`src/rtl/debounce_defs.sv`:
```
// -----------------------------------------------------------------------------
// debounce_defs
// Shared definitions for the debounce_sync block:
//   - 2-bit FSM state encodings (stable low/high, waiting to go high/low)
//   - default qualification length for a level change
// Bit 1 of each encoding equals the debounced level held in that state.
// -----------------------------------------------------------------------------
package debounce_defs;

   localparam logic [1:0] S_LOW  = 2'b00;  // Q=0, input agrees
   localparam logic [1:0] W_HIGH = 2'b01;  // Q=0, qualifying a rise
   localparam logic [1:0] S_HIGH = 2'b11;  // Q=1, input agrees
   localparam logic [1:0] W_LOW  = 2'b10;  // Q=1, qualifying a fall

   localparam int DEF_STABLE_CYCLES = 16;

endpackage : debounce_defs

```
`src/rtl/sync_2ff.sv`:
```
// -----------------------------------------------------------------------------
// sync_2ff
// Two-flop synchroniser that brings one asynchronous bit into the clk domain.
// Ports:
//   clk      in  : destination clock
//   rst_n    in  : asynchronous active-low reset, both flops clear to 0
//   i_async  in  : raw asynchronous input
//   o_sync   out : synchronised copy, two clk edges of latency
// -----------------------------------------------------------------------------
module sync_2ff (
   input  logic clk,
   input  logic rst_n,
   input  logic i_async,
   output logic o_sync
);

   logic r_s1;
   logic r_s2;

   // NOTE: sequential state uses non-blocking assignments so every flop
   // samples the pre-edge value of its neighbour; blocking here would collapse
   // the two stages into one.
   always_ff @(posedge clk or negedge rst_n) begin
      if (!rst_n) begin
         r_s1 <= 1'b0;
         r_s2 <= 1'b0;
      end else begin
         r_s1 <= i_async;
         r_s2 <= r_s1;
      end
   end

   assign o_sync = r_s2;

endmodule : sync_2ff

```
`src/rtl/debounce_sync.sv`:
```
// -----------------------------------------------------------------------------
// debounce_sync
// Turns a bouncing asynchronous input (button, switch) into a clean level.
// The input is synchronised, then a counter-based FSM requires it to differ
// from the current level for STABLE_CYCLES consecutive samples before the
// level flips. Any reversion during qualification restarts from scratch.
// Parameters:
//   STABLE_CYCLES : consecutive samples needed to accept a change (>= 2)
//   CNT_W         : counter width, 2**CNT_W > STABLE_CYCLES
// Ports:
//   clk    in  : single clock, all state on posedge
//   rst_n  in  : asynchronous active-low reset
//   D_in   in  : raw asynchronous input
//   Q      out : debounced level (registered)
//   Qb     out : complement of Q, its own register
//   rise   out : one-cycle strobe when Q goes 0->1
//   fall   out : one-cycle strobe when Q goes 1->0
//   busy   out : high while a candidate change is being qualified
// -----------------------------------------------------------------------------
module debounce_sync
   import debounce_defs::*;
#(
   parameter int STABLE_CYCLES = DEF_STABLE_CYCLES,
   parameter int CNT_W         = 5
) (
   input  logic clk,
   input  logic rst_n,
   input  logic D_in,
   output logic Q,
   output logic Qb,
   output logic rise,
   output logic fall,
   output logic busy
);

   localparam logic [CNT_W-1:0] LP_CNT_LAST = CNT_W'(STABLE_CYCLES - 1);
   localparam logic [CNT_W-1:0] LP_CNT_ONE  = CNT_W'(1);

   logic             w_sync;
   logic [1:0]       r_state;
   logic [CNT_W-1:0] r_cnt;

   sync_2ff u_sync (
      .clk     (clk),
      .rst_n   (rst_n),
      .i_async (D_in),
      .o_sync  (w_sync)
   );

   // The sample that moves the FSM into a WAIT state is the first qualifying
   // sample, so the counter starts at 1 and the change is accepted on the
   // sample that finds it at STABLE_CYCLES-1.
   always_ff @(posedge clk or negedge rst_n) begin
      if (!rst_n) begin
         r_state <= S_LOW;
         r_cnt   <= '0;
         Q       <= 1'b0;
         Qb      <= 1'b1;
         rise    <= 1'b0;
         fall    <= 1'b0;
         busy    <= 1'b0;
      end else begin
         // Strobes last exactly one cycle unless re-asserted below.
         rise <= 1'b0;
         fall <= 1'b0;
         case (r_state)
            S_LOW: begin
               if (w_sync) begin
                  r_state <= W_HIGH;
                  r_cnt   <= LP_CNT_ONE;
                  busy    <= 1'b1;
               end
            end
            W_HIGH: begin
               if (!w_sync) begin
                  r_state <= S_LOW;
                  r_cnt   <= '0;
                  busy    <= 1'b0;
               end else if (r_cnt == LP_CNT_LAST) begin
                  r_state <= S_HIGH;
                  r_cnt   <= '0;
                  busy    <= 1'b0;
                  Q       <= 1'b1;
                  Qb      <= 1'b0;
                  rise    <= 1'b1;
               end else begin
                  r_cnt <= r_cnt + LP_CNT_ONE;
               end
            end
            S_HIGH: begin
               if (!w_sync) begin
                  r_state <= W_LOW;
                  r_cnt   <= LP_CNT_ONE;
                  busy    <= 1'b1;
               end
            end
            W_LOW: begin
               if (w_sync) begin
                  r_state <= S_HIGH;
                  r_cnt   <= '0;
                  busy    <= 1'b0;
               end else if (r_cnt == LP_CNT_LAST) begin
                  r_state <= S_LOW;
                  r_cnt   <= '0;
                  busy    <= 1'b0;
                  Q       <= 1'b0;
                  Qb      <= 1'b1;
                  fall    <= 1'b1;
               end else begin
                  r_cnt <= r_cnt + LP_CNT_ONE;
               end
            end
            default: begin
               r_state <= S_LOW;
               r_cnt   <= '0;
               busy    <= 1'b0;
               Q       <= 1'b0;
               Qb      <= 1'b1;
            end
         endcase
      end
   end

endmodule : debounce_sync
```
`config.mk`:
```
export PLATFORM = sky130hd
export DESIGN_NAME = debounce_sync
export DESIGN_NICKNAME = d
export VERILOG_FILES = /design/src/rtl/debounce_defs.sv /design/src/rtl/sync_2ff.sv /design/src/rtl/debounce_sync.sv
export SDC_FILE = /design/constraint.sdc
export NUM_CORES = 1
export LEC_CHECK = 0
export BUFFER_PORTS_ARGS = -buffer_cell sky130_fd_sc_hd__buf_2
export CORE_MARGIN = 10
export CORE_UTILIZATION = 53
export CTS_BUF_LIST = sky130_fd_sc_hd__clkbuf_8
export CTS_CLUSTER_SIZE = 20
export DETAILED_ROUTE_END_ITERATION = 8
export PLACE_DENSITY = 0.76
export RECOVER_POWER = 50
export SYNTH_ARGS = -nofsm -noshare
export SYNTH_HDL_FRONTEND = slang
export SYNTH_SLANG_ARGS = --single-unit
```
`constraint.sdc`:
```
create_clock -name clk -period 1.9 [get_ports clk]
set_clock_uncertainty 0.2 [all_clocks]
set_input_delay 0.38 -clock clk [delete_from_list [all_inputs] [get_ports clk]]
set_output_delay 0.38 -clock clk [all_outputs]
set_load 0.01 [all_outputs]
```
==> results.md, run 1 <==
* Cells after synthesis at 66
* Routed WL per cell at 14.8 um
* Row cnt at 13
* CP Capture Type: flop
* Seq/Total Area, Yosys at 0.484
* Core area at 1300 um^2
* Footprint of the multi-input gates at 333 um^2
* Fillcell total at 103
* Commonest non-fill, non-tap cell in the layout: dfrtp_1
* Slew Viols, Final at 0
* Final RePlAce weighted congestion at 0.791
* Die area at 3250 um^2
* Drt pass-1 iters at 4
* First-pass GRT wire length at 2500 um
* Inst Count DP at 90
* HP Class: in2reg
* IO buf count at 7
* Die Y at 57.0 um
* Ratio of cells with drive above 1 in the final layout at 0.275
* Fin worst setup slack at 0.0622 ns
* Fin crit share at 0.967
* Peak Freq at 544 MHz
* Crit path launch type: flop
* Syn_area_per_cell at 11.0 um^2
* CTS tree: done
* Worst vdd ir at 0.000979 V
* Critical path class: reg2reg
* Unrepaired setup endpoints after global routing: false
* Area growth syn-to-layout at 17.2%
* Tightest Pin Transition at 0.723 ns
* FF+latch count, synth at 14
* Setup bufs post-CTS at 0
* Setup WS pre-CTS at 0.0347 ns
* # clock sinks at 14
* Synth warnings at 0
* Setup TNS at 0 ns
* Leakage at 0.413 nW
* Final Hold Viols at 0
* Crit-path max FO at 4
* Power Density at 1430 nW/um^2
* Post-Route WL at 1400 um
* Largest net degree at the start of global routing at 15
* Clk buf depth at 2
* Final Cell Area at 852 um^2
* Number of library cell types mapped by synthesis at 27
* Status: complete, no violations
* Clock Pin Slew Worst Setup and Hold Paths at 0.06 ns
* Antenna violations before repair at 0
* Crit path DAT at 1.77 ns
* Antenna cells at 0
* Clock latency on the worst-skew pair at 0.25 ns
* Starting Density at 0.559
* Final Critical Period at 1.84 ns
* Horiz. Die Dim at 57.0 um
* Total grt overflow at 0
* Routed Antenna Nets at 0
* Syn Nets at 75
* Area share of the largest cell type after synthesis at 0.448
* Max Cap Viol at 0
* Cell Area, Synth at 727 um^2
* Yosys top cell by area: dfrtp_1
* Critical Path RT at 1.83 ns
* CTS buffer count at 3
* Iter 0 DRT Violations at 5
* Vias at 537
* Non-filler cells in the finished layout at 95
* Clk Tree Root Cell: clkbuf_8
* Storage cell area at 352 um^2
* Overall Global Routing Usage at 0.0975
* Area of placed instances at 796 um^2
* CTS H-tree depth at 1
* Residual DRC count at 0
* Vias in the first global route at 569
* Commonest non-fill, non-tap cells in the layout: 13 x dfrtp_1, 8 x inv_1, 6 x buf_2, 5 x ha_1
* Dpl hpwl at 1050 um
* DR vias/cell at 5.65
* Final Hold Slack at 0.0409 ns
* Final nets at 90
* Relative slew margins at 0.518
* Final setup violation count at 0
* Ranking of synthesized cells by area: dfrtp_1 45%, ha_1 10%, inv_1 4.1%
* I/O Pins at 8
-- worst max-delay path, cell delays in order (launching register included) --
cell,delay (ns)
dfrtp_1,0.39
inv_2,0.08
ha_1,0.23
mux2_2,0.31
a21oi_4,0.17
mux2_2,0.34
-- per-layer routing --
layer | vias up | global-route usage | part of all wire
li1 | 264 | - | -
met3 | 5 | 0.0332 | 0.045
met5 | - | 0 | 0
met2 | 11 | 0.157 | 0.48
met1 | 257 | 0.100 | 0.44
met4 | 0 | 0.0805 | 0.035
-- Yosys cell counts (all sizes together) --
master   instances
dfstp            1
o21ai            1
nand3b           1
o31a             1
ha               6
o31ai            1
dfrtp           13
a31oi            2
o22ai            4
a21oi            3
clkbuf           1
a41oi            1
nand4            1
a2bb2oi          1
mux2i            2
or3              1
nand2            3
a21boi           1
nand3            4
nor3             1
inv              8
mux2             3
buf              1
nand4b           1
nor2             4
-- power by group --
part | switching, mW | total, mW | internal (mW)
Clock | 0.105 | 0.248 | 0.143
Combinational | 0.307 | 0.567 | 0.260
Sequential | 0.0484 | 0.407 | 0.358
Total | 0.460 | 1.22 | 0.761
-- sequential cells by signal, summed over array words and instances (netlist names) --
name           cells
r_cnt              5
r_state            2
Q                  1
Qb                 1
busy               1
fall               1
rise               1
u_sync.o_sync      1
u_sync.r_s1        1
-- stage by stage --
stage / utilization / power [mW]
2_1_floorplan: - / 0.792
5_1_grt: 0.655 / 1.32
3_3_place_gp: 0.612 / 0.941
6_report: 0.655 / 1.22
4_1_cts: 0.654 / 1.22
3_5_place_dp: 0.612 / 0.972
-- layout make-up --
cell class / instances / share of cell area
tap: 15 / 0.0220
timing repair buffer: 12 / 0.0866
inverter: 8 / 0.0352
multi-input combinational: 42 / 0.391
clock inverter: 1 / 0.00441
sequential: 14 / 0.413
clock buffer: 3 / 0.0485
-- final timing paths --
check                                end  slack, ns        start  cells past startpoint
setup / recovery              r_state[1]       0.06   r_state[0]                      5
min in group asynchronous       r_cnt[2]       0.50        rst_n                      2
hold / removal               u_sync.r_s1       0.04         D_in                      1
max in group asynchronous    u_sync.r_s1       0.54        rst_n                      2
hold reg to reg            u_sync.o_sync       0.15  u_sync.r_s1                      0
setup reg to reg              r_state[1]       0.06   r_state[0]                      5
-- timing repair --
action,in CTS,in global routing
setup endpoints to repair,0,2
resized for setup,0,2
hold buffers,1,0
hold endpoints to repair,13,0
-- kinds of logic after synthesis --
| group | count (synthesis) | synth area share |
|---|---|---|
| buf+inv | 10 | 0.0620 |
| compound gates | 15 | 0.153 |
| flops | 14 | 0.484 |
| fa+ha+maj | 6 | 0.103 |
| mux | 5 | 0.0792 |
| simple gates | 16 | 0.119 |
Power figures use the tool's default switching activity.
==> run 2: changes to the inputs <==
- CORE_AREA: default -> 10 10 47 49
- CORE_MARGIN: 10 -> default
- CORE_UTILIZATION: 53 -> default
- DIE_AREA: default -> 0 0 57 59
- PLACE_DENSITY: 0.76 -> 0.75
- TNS_END_PERCENT: default -> 10
- clock period: 1.9 -> 2.2 ns (I/O delays scaled with it)
==> results.md, run 2 (synthesis results as in run 1) <==
* HP Class: in2reg (unchanged)
* Worst vdd ir at 0.000910 V (was 0.000979 V)
* Fin crit share at 0.875 (was 0.967)
* Die area at 3360 um^2 (was 3250 um^2)
* Final Critical Period at 1.92 ns (was 1.84 ns)
* Commonest non-fill, non-tap cell in the layout: dfrtp_1 (unchanged)
* Largest net degree at the start of global routing at 15 (unchanged)
* Top reg by flops: r_cnt (unchanged)
* CTS buffer count at 3 (unchanged)
* Relative slew margins at 0.504 (was 0.518)
* Status: complete, no violations (unchanged)
* Total power at 1.00 mW (was 1.22 mW)
* Row cnt at 14 (was 13)
* Vias at 510 (was 537)
* Area of placed instances at 767 um^2 (was 796 um^2)
* Final Hold Viols at 0 (unchanged)
* Final Util at 0.586 (was 0.655)
* DR vias/cell at 5.54 (was 5.65)
* Power Density at 1220 nW/um^2 (was 1430 nW/um^2)
* Final setup violation count at 0 (unchanged)
* Overall Global Routing Usage at 0.0861 (was 0.0975)
* Fillcell total at 134 (was 103)
* Clock latency on the worst-skew pair at 0.25 ns (about the same)
* Slowest CP cell: dfrtp_1 (unchanged)
* IO buf count at 7 (unchanged)
* Routed WL per cell at 14.9 um (was 14.8 um)
* Vias in the first global route at 520 (was 569)
* CP Capture Type: flop (unchanged)
* Max Cap Viol at 0 (unchanged)
* Final Cell Area at 821 um^2 (was 852 um^2)
* Footprint of the multi-input gates at 330 um^2 (was 333 um^2)
* Slew Viols, Final at 0 (unchanged)
* Top Metal Used: met4 (unchanged)
* Horiz. Die Dim at 57 um (was 57.0 um)
* Iter 0 DRT Violations at 12 (was 5)
* Leakage at 0.396 nW (was 0.413 nW)
* First-pass GRT wire length at 2270 um (was 2500 um)
* Wl on met1 at 601 um (was 619 um)
* Residual DRC count at 0 (unchanged)
* Peak Freq at 520 MHz (was 544 MHz)
* Ratio of cells with drive above 1 in the final layout at 0.211 (was 0.275)
* Routed Antenna Nets at 0 (unchanged)
* Antenna cells at 0 (unchanged)
* Wire length on met3 at 67 um (was 63 um)
* CTS tree: done (unchanged)
* Die Y at 59 um (was 57.0 um)
* Core area at 1400 um^2 (was 1300 um^2)
* Crit-path max FO at 7 (was 4)
* # clock sinks at 14 (unchanged)
* Largest register FFs at 5 (unchanged)
* Area growth syn-to-layout at 12.9% (was 17.2%)
* Inst Count DP at 87 (was 90)
* Starting Density at 0.519 (was 0.559)
* Final RePlAce weighted congestion at 0.792 (was 0.791)
* Met2 Wirelength at 670 um (was 671 um)
* Storage cell area at 352 um^2 (unchanged)
* Crit path DAT at 1.86 ns (was 1.77 ns)
* Crit-path cells: inv_1 -> ha_1 -> mux2_2 -> a21oi_4 -> mux2_2 (was inv_2 -> ha_1 -> mux2_2 -> a21oi_4 -> mux2_2)
* Regs by FF count: r_cnt (5), r_state (2) (unchanged)
* Setup slack, reg-to-reg at 0.28 ns (was 0.06 ns)
* Total grt overflow at 0 (unchanged)
* Post-Route WL at 1370 um (was 1400 um)
* Crit path launch type: flop (unchanged)
* Clock Pin Slew Worst Setup and Hold Paths at 0.06 ns (about the same)
* Tightest Pin Transition at 0.744 ns (was 0.723 ns)
* Critical path class: reg2reg (unchanged)
* Final nets at 86 (was 90)
* Clk Tree Root Cell: clkbuf_8 (unchanged)
* Most used cell, CP: mux2_2 (unchanged)
* Dpl hpwl at 944 um (was 1050 um)
* CTS H-tree depth at 1 (unchanged)
* I/O Pins at 8 (unchanged)
* Drt pass-1 iters at 4 (unchanged)
* Unrepaired setup endpoints after global routing: false (unchanged)
* Commonest non-fill, non-tap cells in the layout: 13 x dfrtp_1, 9 x inv_1, 6 x ha_1, 6 x buf_2 (was 13 x dfrtp_1, 8 x inv_1, 6 x buf_2, 5 x ha_1)
* Non-filler cells in the finished layout at 92 (was 95)
* Clk buf depth at 2 (unchanged)
* Antenna violations before repair at 0 (unchanged)
* Critical path's largest stage delay at 0.39 ns (about the same)
* Critical Path RT at 2.14 ns (was 1.83 ns)
* Setup TNS at 0 ns (unchanged)
==> run 2: changes by cell type in the layout (fill, tap and decap cells not counted), sizes merged <==
cell and change:
buf -4
==> run 2: what timing repair did <==
action | 4_1_cts | 5_1_grt
hold buffers | 1 | 0
endpoints found under the hold margin | 13 | 0
buffers inserted | 0 | 0
resized for setup | 0 | 0
==> run 2: worst max-delay path: cells and delay by family, from the launching register on <==
family,cells,cell delay [ns]
buffers and inverters,1,0.10
flip-flops,1,0.39
multiplexers,2,0.69
adder cells (fa/ha/maj),1,0.23
AO/OA/AOI/OAI,1,0.20
==> run 2: cell type report <==
cell class,count,area share
Sequential cell,14,0.428
Multi-Input combinational cell,42,0.402
Timing Repair Buffer,8,0.0534
Clock buffer,3,0.0503
Inverter,8,0.0366
Tap cell,16,0.0244
Clock inverter,1,0.00457
==> run 2: through the flow <==
stage	worst slack [ns]	hold slack (ns)
floorplan	0.389	-0.0556
global placement	0.308	0.141
detailed placement	0.285	0.135
CTS	0.272	0.102
global route	0.217	0.0969
finish	0.275	0.104
==> run 2: where the power goes <==
part | switching (mW) | leakage [nW] | internal (mW)
Combinational | 0.256 | 0.191 | 0.181
Sequential | 0.0417 | 0.178 | 0.310
Clock | 0.0906 | 0.0269 | 0.123
Total | 0.388 | 0.396 | 0.614
==> run 2: final timing paths <==
check	startpoint	endpoint	cells after the start
setup reg to reg	r_state[1]	r_state[1]	5
min in group asynchronous	rst_n	r_cnt[3]	2
hold reg to reg	u_sync.r_s1	u_sync.o_sync	0
setup / recovery	r_state[1]	r_state[1]	5
hold / removal	D_in	u_sync.r_s1	1
max in group asynchronous	rst_n	rise	2
==> run 2: metal layers <==
layer,vias to the layer above,track usage
met3,5,0.0300
met5,-,0
met4,0,0.0604
met1,239,0.0822
met2,12,0.152
li1,254,-
==> run 3: changes to the inputs <==
- ABC_AREA: default -> 1
- PLACE_DENSITY: 0.75 -> 0.76
==> results.md, run 3 <==
* Status: complete, no violations (unchanged)
* Post-synth EDFFs at 0 (unchanged)
* Cells after synthesis at 91 (was 66)
* Critical path's largest stage delay at 0.42 ns (was 0.39 ns)
* GRT busiest layer: met2 (unchanged)
* Crit-path max FO at 5 (was 7)
* Final RePlAce weighted congestion at 0.826 (was 0.792)
* Clk buf depth at 2 (unchanged)
* Commonest non-fill, non-tap cells in the layout: 24 x nand2_1, 15 x inv_1, 13 x dfrtp_1, 9 x nor2_1, 9 x nand3_1 (was 13 x dfrtp_1, 9 x inv_1, 6 x ha_1, 6 x buf_2)
* Storage cell area at 352 um^2 (unchanged)
* Iter 0 DRT Violations at 10 (was 12)
* Net Sw Frac at 0.398 (was 0.387)
* Vias at 609 (was 510)
* Overall Global Routing Usage at 0.0895 (was 0.0861)
* Die Y at 59 um (unchanged)
* DR vias/cell at 5.12 (was 5.54)
* Setup crit start: r_cnt[0] (was r_state[1])
* Residual DRC count at 0 (unchanged)
* Footprint of the multi-input gates at 330 um^2 (unchanged)
* Reg-to-Reg Start: r_cnt[0] (was r_state[1])
* Yosys top cell by area: dfrtp_1 (unchanged)
* Row cnt at 14 (unchanged)
* Synth warnings at 0 (unchanged)
* Critical Path RT at 2.14 ns (about the same)
* Met1 Resource Use GR at 0.0941 (was 0.0822)
* Setup slack, reg-to-reg at 0.64 ns (was 0.28 ns)
* Slew Viols, Final at 0 (unchanged)
* Total power at 0.926 mW (was 1.00 mW)
* I/O Pins at 8 (unchanged)
* Slowest CP cell: dfrtp_1 (unchanged)
* # clock sinks at 14 (unchanged)
* CTS buffer count at 3 (unchanged)
* P_sw at 0.369 mW (was 0.388 mW)
* Relative slew margins at 0.501 (was 0.504)
* Reg2reg path depth at 6 (was 5)
* Ranking of synthesized cells by area: dfrtp_1 44%, nand2_1 12%, ha_1 10% (was dfrtp_1 45%, ha_1 10%, inv_1 4.1%)
* Total grt overflow at 0 (unchanged)
* Regs by FF count: r_cnt (5), r_state (2) (unchanged)
* Number of library cell types mapped by synthesis at 15 (was 27)
* CTS H-tree depth at 1 (unchanged)
* Vias in the first global route at 587 (was 520)
* Seq/Total Area, Yosys at 0.476 (was 0.484)
* Max Cap Viol at 0 (unchanged)
* Clock group share of total power at 0.235 (was 0.214)
* Cell Area, Synth at 738 um^2 (was 727 um^2)
* First-pass GRT wire length at 2410 um (was 2270 um)
* Setup TNS at 0 ns (unchanged)
* RR Endpoint: r_state[0] (was r_state[1])
* Final Util at 0.604 (was 0.586)
* Area share of the largest cell type after synthesis at 0.441 (was 0.448)
* Post-Route WL at 1390 um (was 1370 um)
* Final Hold Viols at 0 (unchanged)
* Top reg by flops: r_cnt (unchanged)
* Top-count cell post-synth: nand2_1 (was dfrtp_1)
* Top delay family on crit path: simple AND/OR/NAND/NOR gates (was multiplexers)
* Crit-path cells: ha_1 -> nand4_1 -> nand2_2 -> nand2_2 -> nand2_1 -> nand2_1 (was inv_1 -> ha_1 -> mux2_2 -> a21oi_4 -> mux2_2)
* Dpl hpwl at 1000 um (was 944 um)
* Ratio of cells with drive above 1 in the final layout at 0.175 (was 0.211)
* Ys async rst share at 1.00 (unchanged)
* Peak Freq at 643 MHz (was 520 MHz)
* Largest net degree at the start of global routing at 15 (unchanged)
* Worst Setup EP: r_state[0] (was r_state[1])
* Combinational cell fraction of total power at 0.385 (was 0.436)
* GRT met3 Usage at 0.0343 (was 0.0300)
* Leakage at 0.468 nW (was 0.396 nW)
* Clk Tree Root Cell: clkbuf_8 (unchanged)
* Largest register FFs at 5 (unchanged)
* CTS tree: done (unchanged)
* GR Layer Usage met2 at 0.143 (was 0.152)
* Drt pass-1 iters at 4 (unchanged)
* Final nets at 113 (was 86)
* Antenna violations before repair at 0 (unchanged)
* HP Class: in2reg (unchanged)
* Commonest cells post-synth: 24 x nand2_1, 14 x inv_1, 13 x dfrtp_1 (was 13 x dfrtp_1, 8 x inv_1, 6 x ha_1)
* Buf/Inv on CP at 0 (was 1)
* Area growth syn-to-layout at 14.7% (was 12.9%)
* Crit path DAT at 1.50 ns (was 1.86 ns)
* Crit path launch type: flop (unchanged)
* Syn_area_per_cell at 8.11 um^2 (was 11.0 um^2)
* IO buf count at 7 (unchanged)
* Antenna cells at 0 (unchanged)
* Clock latency on the worst-skew pair at 0.25 ns (about the same)
* P_int at 0.557 mW (was 0.614 mW)
* CP Capture Type: flop (unchanged)
* Tightest Pin Transition at 0.748 ns (was 0.744 ns)
* Critical path class: reg2reg (unchanged)
* Critical Path Stages at 6 (was 5)
* Fin crit share at 0.707 (was 0.875)
* Routed WL per cell at 11.7 um (was 14.9 um)
* Flop pwr share at 0.380 (was 0.351)
* Power Density at 1090 nW/um^2 (was 1220 nW/um^2)
* Commonest non-fill, non-tap cell in the layout: nand2_1 (was dfrtp_1)
* Routed Antenna Nets at 0 (unchanged)
* Die area at 3360 um^2 (unchanged)
* Unrepaired setup endpoints after global routing: false (unchanged)
* Core area at 1400 um^2 (unchanged)
* Syn Nets at 100 (was 75)
* Fillcell total at 129 (was 134)
* Top FF cell, synth: dfrtp_1 (unchanged)
* FF+latch count, synth at 14 (unchanged)
* Final setup violation count at 0 (unchanged)
* Final Critical Period at 1.56 ns (was 1.92 ns)
* Worst vdd ir at 0.000514 V (was 0.000910 V)
* Clock Pin Slew Worst Setup and Hold Paths at 0.06 ns (about the same)
* Starting Density at 0.527 (was 0.519)
* Horiz. Die Dim at 57 um (unchanged)
[run 3: cell count changes after synthesis, sizes merged, moves of 2 or more]
cell,previous run,this run
a31oi,2,0
o22ai,4,0
nand2,3,29
nor2,4,10
mux2i,2,0
mux2,3,0
nand3,4,9
inv,8,15
[run 3: worst min-delay path by stage]
stage                            from  slack (ns)  cells past startpoint             to
after floorplan                 rst_n       -0.06                      0              Q
final                            D_in        0.09                      1    u_sync.r_s1
after global placement    u_sync.r_s1        0.13                      0  u_sync.o_sync
after global routing             D_in        0.09                      1    u_sync.r_s1
after detailed placement  u_sync.r_s1        0.14                      0  u_sync.o_sync
after CTS                        D_in        0.09                      1    u_sync.r_s1
[run 3: cell families after synthesis]
kind of cell	Yosys count	synth area share
buf+inv	15	0.0763
compound gates	6	0.0491
simple gates	50	0.297
flops	14	0.476
fa+ha+maj	6	0.102
[run 3: power by group through the flow]
stage	Clock, mW	Combinational (mW)	Sequential, mW
global route	0.233	0.407	0.358
finish	0.218	0.356	0.352
CTS	0.223	0.355	0.351
global placement	0	0.344	0.352
detailed placement	0	0.347	0.354
floorplan	0	0.270	0.350
[run 3: what timing repair did]
action                    4_1_cts  5_1_grt
resized for setup               0        0
hold buffers                    1        0
hold endpoints to repair       13        0
setup buffers                   0        0
[run 3: worst reg2reg max path, delay by kind of cell (launching register included)]
family	cells	cell delay, ns
adder cells (fa/ha/maj)	1	0.25
flip-flops	1	0.42
AND/OR/NAND/NOR	5	0.60
[run 3: area by class of cell]
class                      instances  share of cell area
multi-input combinational         62               0.390
sequential                        14               0.415
clock inverter                     1             0.00443
inverter                          15              0.0665
timing repair buffer               8              0.0517
clock buffer                       3              0.0487
tap                               16              0.0236
[run 3: routing by layer]
metal  share of wire  vias to the layer above
li1                -                      305
met1            0.44                      280
met2            0.45                       20
met3           0.086                        4
met4           0.027                        0
met5               0                        -
[run 3: metrics by stage]
step           setup slack [ns]  hold slack, ns  cell area (um^2)  cells
2_1_floorplan             0.798         -0.0556               738     91
6_report                  0.645          0.0909               847    119
3_5_place_dp              0.681           0.143               793    114
3_3_place_gp              0.694           0.135               793    114
5_1_grt                   0.521          0.0899               847    119
4_1_cts                   0.662          0.0878               848    119
